## config.mk

```make
export PLATFORM = sky130hd
export DESIGN_NAME = keypad_scanner
export DESIGN_NICKNAME = d
export VERILOG_FILES = /design/src/rtl/keypad_scanner.sv
export SDC_FILE = /design/constraint.sdc
export NUM_CORES = 1
export LEC_CHECK = 0
export BUFFER_PORTS_ARGS = -buffer_cell sky130_fd_sc_hd__buf_2
export CORE_ASPECT_RATIO = 1.75
export CORE_MARGIN = 2
export CORE_UTILIZATION = 28
export CTS_CLUSTER_DIAMETER = 30
export DETAILED_ROUTE_END_ITERATION = 10
export GPL_TIMING_DRIVEN = 0
export PLACE_DENSITY = 0.46
export SLEW_MARGIN = 15
export SYNTH_ARGS = -nofsm -noshare
export SYNTH_HDL_FRONTEND = slang
export SYNTH_SLANG_ARGS = --single-unit
```

## constraint.sdc

```tcl
create_clock -name clk -period 3.6 [get_ports clk]
set_input_delay 0.36 -clock clk [delete_from_list [all_inputs] [get_ports clk]]
set_output_delay 0.36 -clock clk [all_outputs]
set_load 0.005 [all_outputs]
```

## src/rtl/keypad_scanner.sv

```systemverilog
// rtl/keypad_scanner.sv - 4x4 keypad column scanner with row debounce and press strobe
// Optional auto-repeat of key_strobe while held: define KEYPAD_AUTOREPEAT_EN.
module keypad_scanner #(
  parameter int SCAN_DIV     = 1000,
  parameter int DEBOUNCE_CNT = 10,
  parameter int REPEAT_SCANS = 50
) (
  input  logic       clk,
  input  logic       rst_n,
  input  logic [3:0] row_in,
  output logic [3:0] col_drive,
  output logic [3:0] row,
  output logic [3:0] col,
  output logic       key_valid,
  output logic       key_strobe
);

  localparam int DW = $clog2(SCAN_DIV);
  localparam int BW = $clog2(DEBOUNCE_CNT + 1);
  localparam logic [DW-1:0] DIV_LAST = DW'(SCAN_DIV - 1);
  localparam logic [BW-1:0] DEB_MAX  = BW'(DEBOUNCE_CNT);

  if (SCAN_DIV < 2 || DEBOUNCE_CNT < 1 || REPEAT_SCANS < 1) begin : g_bad_params
    $error("keypad_scanner: illegal parameter value");
  end

  typedef enum logic [1:0] {SCAN, DEBOUNCE, HELD, RELEASE} state_t;

  state_t        state, state_nx;
  logic [3:0]    rs_meta, rs;
  logic [DW-1:0] div_cnt;
  logic [1:0]    col_idx, col_idx_nx;
  logic [3:0]    cap_row, cap_row_nx, cap_col, cap_col_nx;
  logic [BW-1:0] deb_cnt, deb_cnt_nx, deb_inc;
  logic [3:0]    row_nx, col_nx;
  logic          key_valid_nx, key_strobe_nx;
  logic          sample, onehot, accept;

`ifdef KEYPAD_AUTOREPEAT_EN
  localparam int RW = $clog2(REPEAT_SCANS + 1);
  localparam logic [RW-1:0] REP_LAST = RW'(REPEAT_SCANS - 1);
  logic [RW-1:0] rep_cnt, rep_cnt_nx;
`endif

  assign sample    = (div_cnt == DIV_LAST);
  assign onehot    = (rs != 4'd0) && ((rs & (rs - 4'd1)) == 4'd0);
  assign deb_inc   = (deb_cnt == DEB_MAX) ? deb_cnt : deb_cnt + BW'(1);
  assign col_drive = 4'(4'b0001 << col_idx);

  always_comb begin
    state_nx      = state;
    col_idx_nx    = col_idx;
    cap_row_nx    = cap_row;
    cap_col_nx    = cap_col;
    deb_cnt_nx    = deb_cnt;
    row_nx        = row;
    col_nx        = col;
    key_valid_nx  = key_valid;
    key_strobe_nx = 1'b0;
    accept        = 1'b0;
`ifdef KEYPAD_AUTOREPEAT_EN
    rep_cnt_nx    = rep_cnt;
`endif
    if (sample) begin
      case (state)
        SCAN: begin
          if (onehot) begin
            cap_row_nx = rs;
            cap_col_nx = col_drive;
            deb_cnt_nx = BW'(1);
            if (DEBOUNCE_CNT == 1) accept = 1'b1;
            else state_nx = DEBOUNCE;
          end else begin
            col_idx_nx = col_idx + 2'd1;
          end
        end
        DEBOUNCE: begin
          if (rs == cap_row) begin
            deb_cnt_nx = deb_inc;
            if (deb_inc == DEB_MAX) accept = 1'b1;
          end else begin
            deb_cnt_nx = '0;
            state_nx   = SCAN;
            col_idx_nx = col_idx + 2'd1;
          end
        end
        HELD: begin
          if (rs != cap_row) begin
            deb_cnt_nx = '0;
            state_nx   = RELEASE;
          end
`ifdef KEYPAD_AUTOREPEAT_EN
          else if (rep_cnt == REP_LAST) begin
            rep_cnt_nx    = '0;
            key_strobe_nx = 1'b1;
          end else begin
            rep_cnt_nx = rep_cnt + RW'(1);
          end
`endif
        end
        RELEASE: begin
          if (rs == 4'd0) begin
            deb_cnt_nx = deb_inc;
            if (deb_inc == DEB_MAX) begin
              deb_cnt_nx   = '0;
              state_nx     = SCAN;
              key_valid_nx = 1'b0;
              row_nx       = 4'd0;
              col_nx       = 4'd0;
              col_idx_nx   = col_idx + 2'd1;
            end
          end else if (rs == cap_row) begin
            // Bounce back to the held key: resume holding without a new strobe.
            deb_cnt_nx = '0;
            state_nx   = HELD;
`ifdef KEYPAD_AUTOREPEAT_EN
            rep_cnt_nx = '0;
`endif
          end else begin
            deb_cnt_nx = '0;
          end
        end
        default: state_nx = SCAN;
      endcase
    end
    if (accept) begin
      state_nx      = HELD;
      row_nx        = cap_row_nx;
      col_nx        = cap_col_nx;
      key_valid_nx  = 1'b1;
      key_strobe_nx = 1'b1;
`ifdef KEYPAD_AUTOREPEAT_EN
      rep_cnt_nx    = '0;
`endif
    end
  end

  always_ff @(posedge clk or negedge rst_n) begin
    if (!rst_n) begin
      rs_meta    <= 4'd0;
      rs         <= 4'd0;
      div_cnt    <= '0;
      state      <= SCAN;
      col_idx    <= 2'd0;
      cap_row    <= 4'd0;
      cap_col    <= 4'd0;
      deb_cnt    <= '0;
      row        <= 4'd0;
      col        <= 4'd0;
      key_valid  <= 1'b0;
      key_strobe <= 1'b0;
`ifdef KEYPAD_AUTOREPEAT_EN
      rep_cnt    <= '0;
`endif
    end else begin
      rs_meta    <= row_in;
      rs         <= rs_meta;
      div_cnt    <= sample ? '0 : div_cnt + DW'(1);
      state      <= state_nx;
      col_idx    <= col_idx_nx;
      cap_row    <= cap_row_nx;
      cap_col    <= cap_col_nx;
      deb_cnt    <= deb_cnt_nx;
      row        <= row_nx;
      col        <= col_nx;
      key_valid  <= key_valid_nx;
      key_strobe <= key_strobe_nx;
`ifdef KEYPAD_AUTOREPEAT_EN
      rep_cnt    <= rep_cnt_nx;
`endif
    end
  end

endmodule

```

### Word-level counts from Yosys, hierarchy flattened

Index checks and enable logic that the tools add are counted.

| word-level totals | value |
|---|---|
| bits in registers | 44 |
| bits of input ports | 6 |
| output and inout bits | 14 |
| word-level logic and storage cells | 95 |

| cells by class | value |
|---|---|
| add/subtract/negate cells | 4 |
| equal/unequal tests | 19 |
| shifts and indexed selects | 1 |
| multiplexer cells | 44 |
| bitwise operators | 1 |
| reductions and logical operators | 14 |

Operators by type and width:

| operator | count |
|---|---|
| two-way mux 4 bit | 18 |
| two-way mux 2 bit | 12 |
| case mux 4 bit (4 select lines) | 1 |
| inequality test 2 bit, second input constant | 6 |
| AND reduction 6 bit | 2 |
| adder 10 x 1 -> 10 bit, second input constant | 1 |
| equality test 10 bit, second input constant | 1 |
| two-way mux 1 bit | 10 |
| two-way mux 10 bit | 1 |
| inequality test 3 bit, second input constant | 3 |
| equality test 4 bit, second input constant | 2 |
| logical NOT 4 bit | 2 |
| inequality test 4 bit, second input constant | 2 |
| case mux 2 bit (4 select lines) | 1 |
| nonzero test 2 bit | 4 |
| case mux 2 bit (3 select lines) | 1 |
| adder 4 x 1 -> 4 bit, second input constant | 1 |
| bitwise AND 4 bit | 1 |
| equality test 2 bit, second input constant | 2 |
| equality test 4 bit | 1 |
| inequality test 4 bit | 1 |
| AND reduction 4 bit | 1 |
| nonzero test 4 bit | 1 |
| << shifter 1 x 2 -> 4 bit, first input constant | 1 |
| other kinds (7) | 7 |

### Logic depth before layout (Yosys ltp)

| depth | value |
|---|---|
| depth in word-level cells | 9 |
| depth in mapped cells | 9 |
| mapped depth without buffers | 8 |

### Worst setup path before layout

Ideal clock, no wire load.

| timing | value |
|---|---|
| kind | flip-flop to flip-flop |
| start point | register div_cnt[0] |
| end point | register col[0] |
| library setup time | 121 ps |
| data arrival time | 2,139 ps |
| data required time | 3,479 ps |
| slack | 1,340 ps |
| stages on the path, launching flop included | 8 |
| buffers on the path | 0 |
| period minus slack after synthesis | 2,260 ps |
| cell sequence | dfrtp_1 > ha_1 > nand4b_4 > nor3_4 > nand4_4 > nor4_4 > mux2_2 > a22o_2 |

| on the way | value |
|---|---|
| elaborated cells on any way between the ends | 9 |
| classes of those cells | eq/ne: 1; mux: 3; reduce/logical: 5 |

RTL lines:

| what | line | text |
|---|---|---|
| start, declared | 31 | `logic [DW-1:0] div_cnt;` |
| start signal, assigned | 158 | `div_cnt <= sample ? '0 : div_cnt + DW'(1);` |
| equality test 10 bit | 45 | `assign sample = (div_cnt == DIV_LAST);` |
| two-way mux 4 bit | 64 | `if (sample) begin` |
| named net cap_col_nx[0] | 33 | `logic [3:0] cap_row, cap_row_nx, cap_col, cap_col_nx;` |
| two-way mux 4 bit | 126 | `if (accept) begin` |
| end signal, assigned | 165 | `col <= col_nx;` |
| end, declared | 13 | `output logic [3:0] col,` |

The timed path passes the listed nets, and every way through them passes these cells.
A chain may end at the register's enable or synchronous reset.

### Final worst setup path

Same ends and word-level chain as after synthesis.

==> impl_metrics.json <==
{
  "run_status": "completed",
  "placement_rows": 41,
  "post_cts_resized": 0,
  "power_density_mw_per_mm2": 430,
  "largest_net_degree_at_the_start_of_global_routing": 45,
  "holdCritPathClass": "input port to register",
  "layout.nets": 214,
  "wl_mm": 4.02,
  "synth.top_cells.by_count": "dfrtp_1, o21ai_0, nand2_1",
  "synth.cell_area_mm2": 0.00204,
  "area_growth_pct": 18.1,
  "grt_overflow_total": 0,
  "synthesis.area_per_instance_um2": 11.7,
  "final_layout_size_suffix_gt1_share_pct": 24.3,
  "worst-slew-pin-transition_ns": 0.975,
  "timing_max_transition_violations_final": 0,
  "die_height_um": 117,
  "first_global_vias": 1450,
  "wl_per_cell_um": 14.0,
  "min_period_ns": 2.59,
  "cts_root_buf": "clkbuf_16",
  "synth_top_cell_area_share_pct": 54.0,
  "max-vdd-ir-drop_mv": 0.179,
  "criticalPathCategory": "register to register",
  "seq_area_frac_synth_pct": 54.0,
  "routed-via-count": 1388,
  "clkLatencyLatePin_ns": 0.28,
  "synth.distinct_cells": 42,
  "detailed_place_hpwl_mm": 2.89,
  "yosys.cell_count.top_type": "dfrtp_1",
  "cts_made_buffers": 5,
  "synthCells": 175,
  "antenna_found_initial": 0,
  "p_total_mw": 1.04,
  "synth_edf_count": 0,
  "crit_chain": "ha_1 > nand4b_4 > nor3_4 > nand4_4 > nor4_4 > mux2_2 > a22o_2",
  "number_of_hold_buffers_added_after_cts": 0,
  "ys_top_cells_by_area": "dfrtp_1, mux2_2, ha_1, xor2_1, o21ai_0",
  "synth-warning-count": 0,
  "floorplan.io_pins": 20,
  "synth_async_sr_flop_share_pct": 100,
  "core_area_mm2": 0.00713,
  "yosys_register_bits": 44,
  "crit_path_end_kind": "register",
  "cp_data_arrival_time_ns": 2.76,
  "numPortBuffers": 19,
  "timing.clock.skew_ns": 0.00650,
  "clock_tree_from_tritoncts": "yes",
  "maxCapViolCount": 0,
  "post-route-period-util_pct": 71.8,
  "grt_usage_pct": 11.5,
  "critical-path-slowest-cell": "nor4_4",
  "syn-num-nets": 188,
  "insertedDiodeCount": 0,
  "floorplan.die_area_mm2": 0.00801,
  "tns_ns": 0,
  "leakagePower_nw": 1.14,
  "postRouteAntennaNets": 0,
  "setup.worst_path.start_class": "register",
  "dr.first_iter.drc_count": 56,
  "crit_path_max_fanout": 9,
  "cts.reportedPaths.clkPinSlew_ns": 0.06,
  "slew-limit-headroom_pct": 35.0,
  "detail_route.first_pass.iterations": 4,
  "setup_viol_count_final": 0,
  "required_time_of_the_worst_setup_path_ns": 3.77,
  "ys.flop_type": "dfrtp_1",
  "h_tree_depth_reported_by_cts": 2,
  "drt_drc_violations_left": 0,
  "place.gp.congestion": 0.802,
  "rsz_0062_raised_after_global_routing": "no",
  "floorplan.initialDensity_pct": 28.6,
  "num-fill-cells": 713,
  "clock_sink_count": 44,
  "grt_pass1_wl_mm": 6.82,
  "via_per_inst": 4.82,
  "dieWidth_um": 68.5,
  "finalHoldViolations": 0,
  "post_cts_setup_driven_buffer_insertion_count": 0,
  "worst_path_largest_cell_delay_ns": 0.60,
  "clock_tree.buffer_depth": 2,
  "yosys.area.top_type": "dfrtp_1",
  "timing.fmax_ghz": 0.387
}
==> cells by family (layout without fill, tap and decap cells) <==
group	Yosys count	count (layout)	share of synthesized area, %
xor gates and xnor gates	12	12	5.15
DFF	44	44	54.0
muxes	10	10	5.46
and+or+nand+nor	50	50	15.6
AOI/OAI and AO/OA	37	37	12.6
buffers and inverters	15	42	2.94
adders and majority gates	7	7	4.29
==> flip-flops by register name (all words and copies together) (netlist names) <==
signal      count
cap_col         4
col             4
row             4
state           2
rs_meta         4
col_idx         2
rs              4
key_strobe      1
key_valid       1
div_cnt        10
cap_row         4
deb_cnt         4
==> routing by layer <==
layer / track usage [%] / up-vias / part of all wire (%)
li1: - / 679 / -
met1: 12.1 / 684 / 39
met3: 2.87 / 6 / 2.2
met4: 4.80 / 0 / 1.8
met5: 0 / - / 0
met2: 21.1 / 19 / 57
==> where the power goes <==
part           leakage, nW  total [mW]  internal [mW]  switching, mW
logic                0.480      0.0205        0.00533         0.0152
clock network       0.0798       0.512          0.326          0.187
registers            0.582       0.504          0.499        0.00504
==> critical path, delay by kind of cell (launching register included) <==
kind / cells / cell delay [ns]
compound gates: 1 / 0.26
flops: 1 / 0.39
mux: 1 / 0.42
simple gates: 4 / 1.13
fa+ha+maj: 1 / 0.28
==> path summary, 6_finish.rpt <==
check | startpoint | end | slack (ns) | depth (start not counted)
max in group asynchronous | rst_n | deb_cnt[2] | 2.75 | 1
hold reg to reg | rs_meta[3] | rs[3] | 0.35 | 0
min in group asynchronous | rst_n | div_cnt[8] | 0.24 | 1
setup reg to reg | div_cnt[0] | col[0] | 1.01 | 7
hold / removal | row_in[1] | rs_meta[1] | 0.18 | 1
setup / recovery | div_cnt[0] | col[0] | 1.01 | 7
==> cells in the final DEF (no fill, tap or decap), types with 2 or more instances in the layout <==
cell / instances
a21o_1: 2
a21oi_1: 3
a22o_1: 6
a22o_2: 2
a31oi_1: 2
and3_1: 2
buf_2: 21
clkbuf_16: 5
dfrtp_1: 44
ha_1: 7
inv_1: 11
mux2_2: 9
nand2_1: 12
nand3_1: 9
nand4_1: 3
nor2_1: 9
nor4_1: 2
nor4b_1: 2
o211ai_1: 2
o21ai_0: 13
xnor2_1: 4
xor2_1: 8
==> through the flow <==
| step | utilization (%) | std cells | hold WS, ns | area, um2 | setup slack [ns] |
|---|---|---|---|---|---|
| after global placement | 31.5 | 280 | 0.332 | 2240 | 0.979 |
| after detailed placement | 31.5 | 280 | 0.338 | 2240 | 0.964 |
| after CTS | 33.8 | 288 | 0.176 | 2410 | 0.958 |
| after global routing | 33.8 | 288 | 0.170 | 2410 | 0.839 |
| final | 33.8 | 288 | 0.184 | 2410 | 1.01 |
| after floorplan | - | 175 | 0.0644 | 2040 | 1.34 |
==> layout make-up <==
cell class | count | area [um2] | share of cell area [%]
Multi-Input combinational cell | 116 | 880 | 36.5
Clock inverter | 3 | 42.5 | 1.76
Buffer | 4 | 18.8 | 0.778
Clock buffer | 5 | 125 | 5.19
Timing Repair Buffer | 19 | 95.1 | 3.94
Sequential cell | 44 | 1100 | 45.7
Inverter | 11 | 41.3 | 1.71
Tap cell | 86 | 108 | 4.46
No activity file was read; power rests on OpenSTA's default activity.
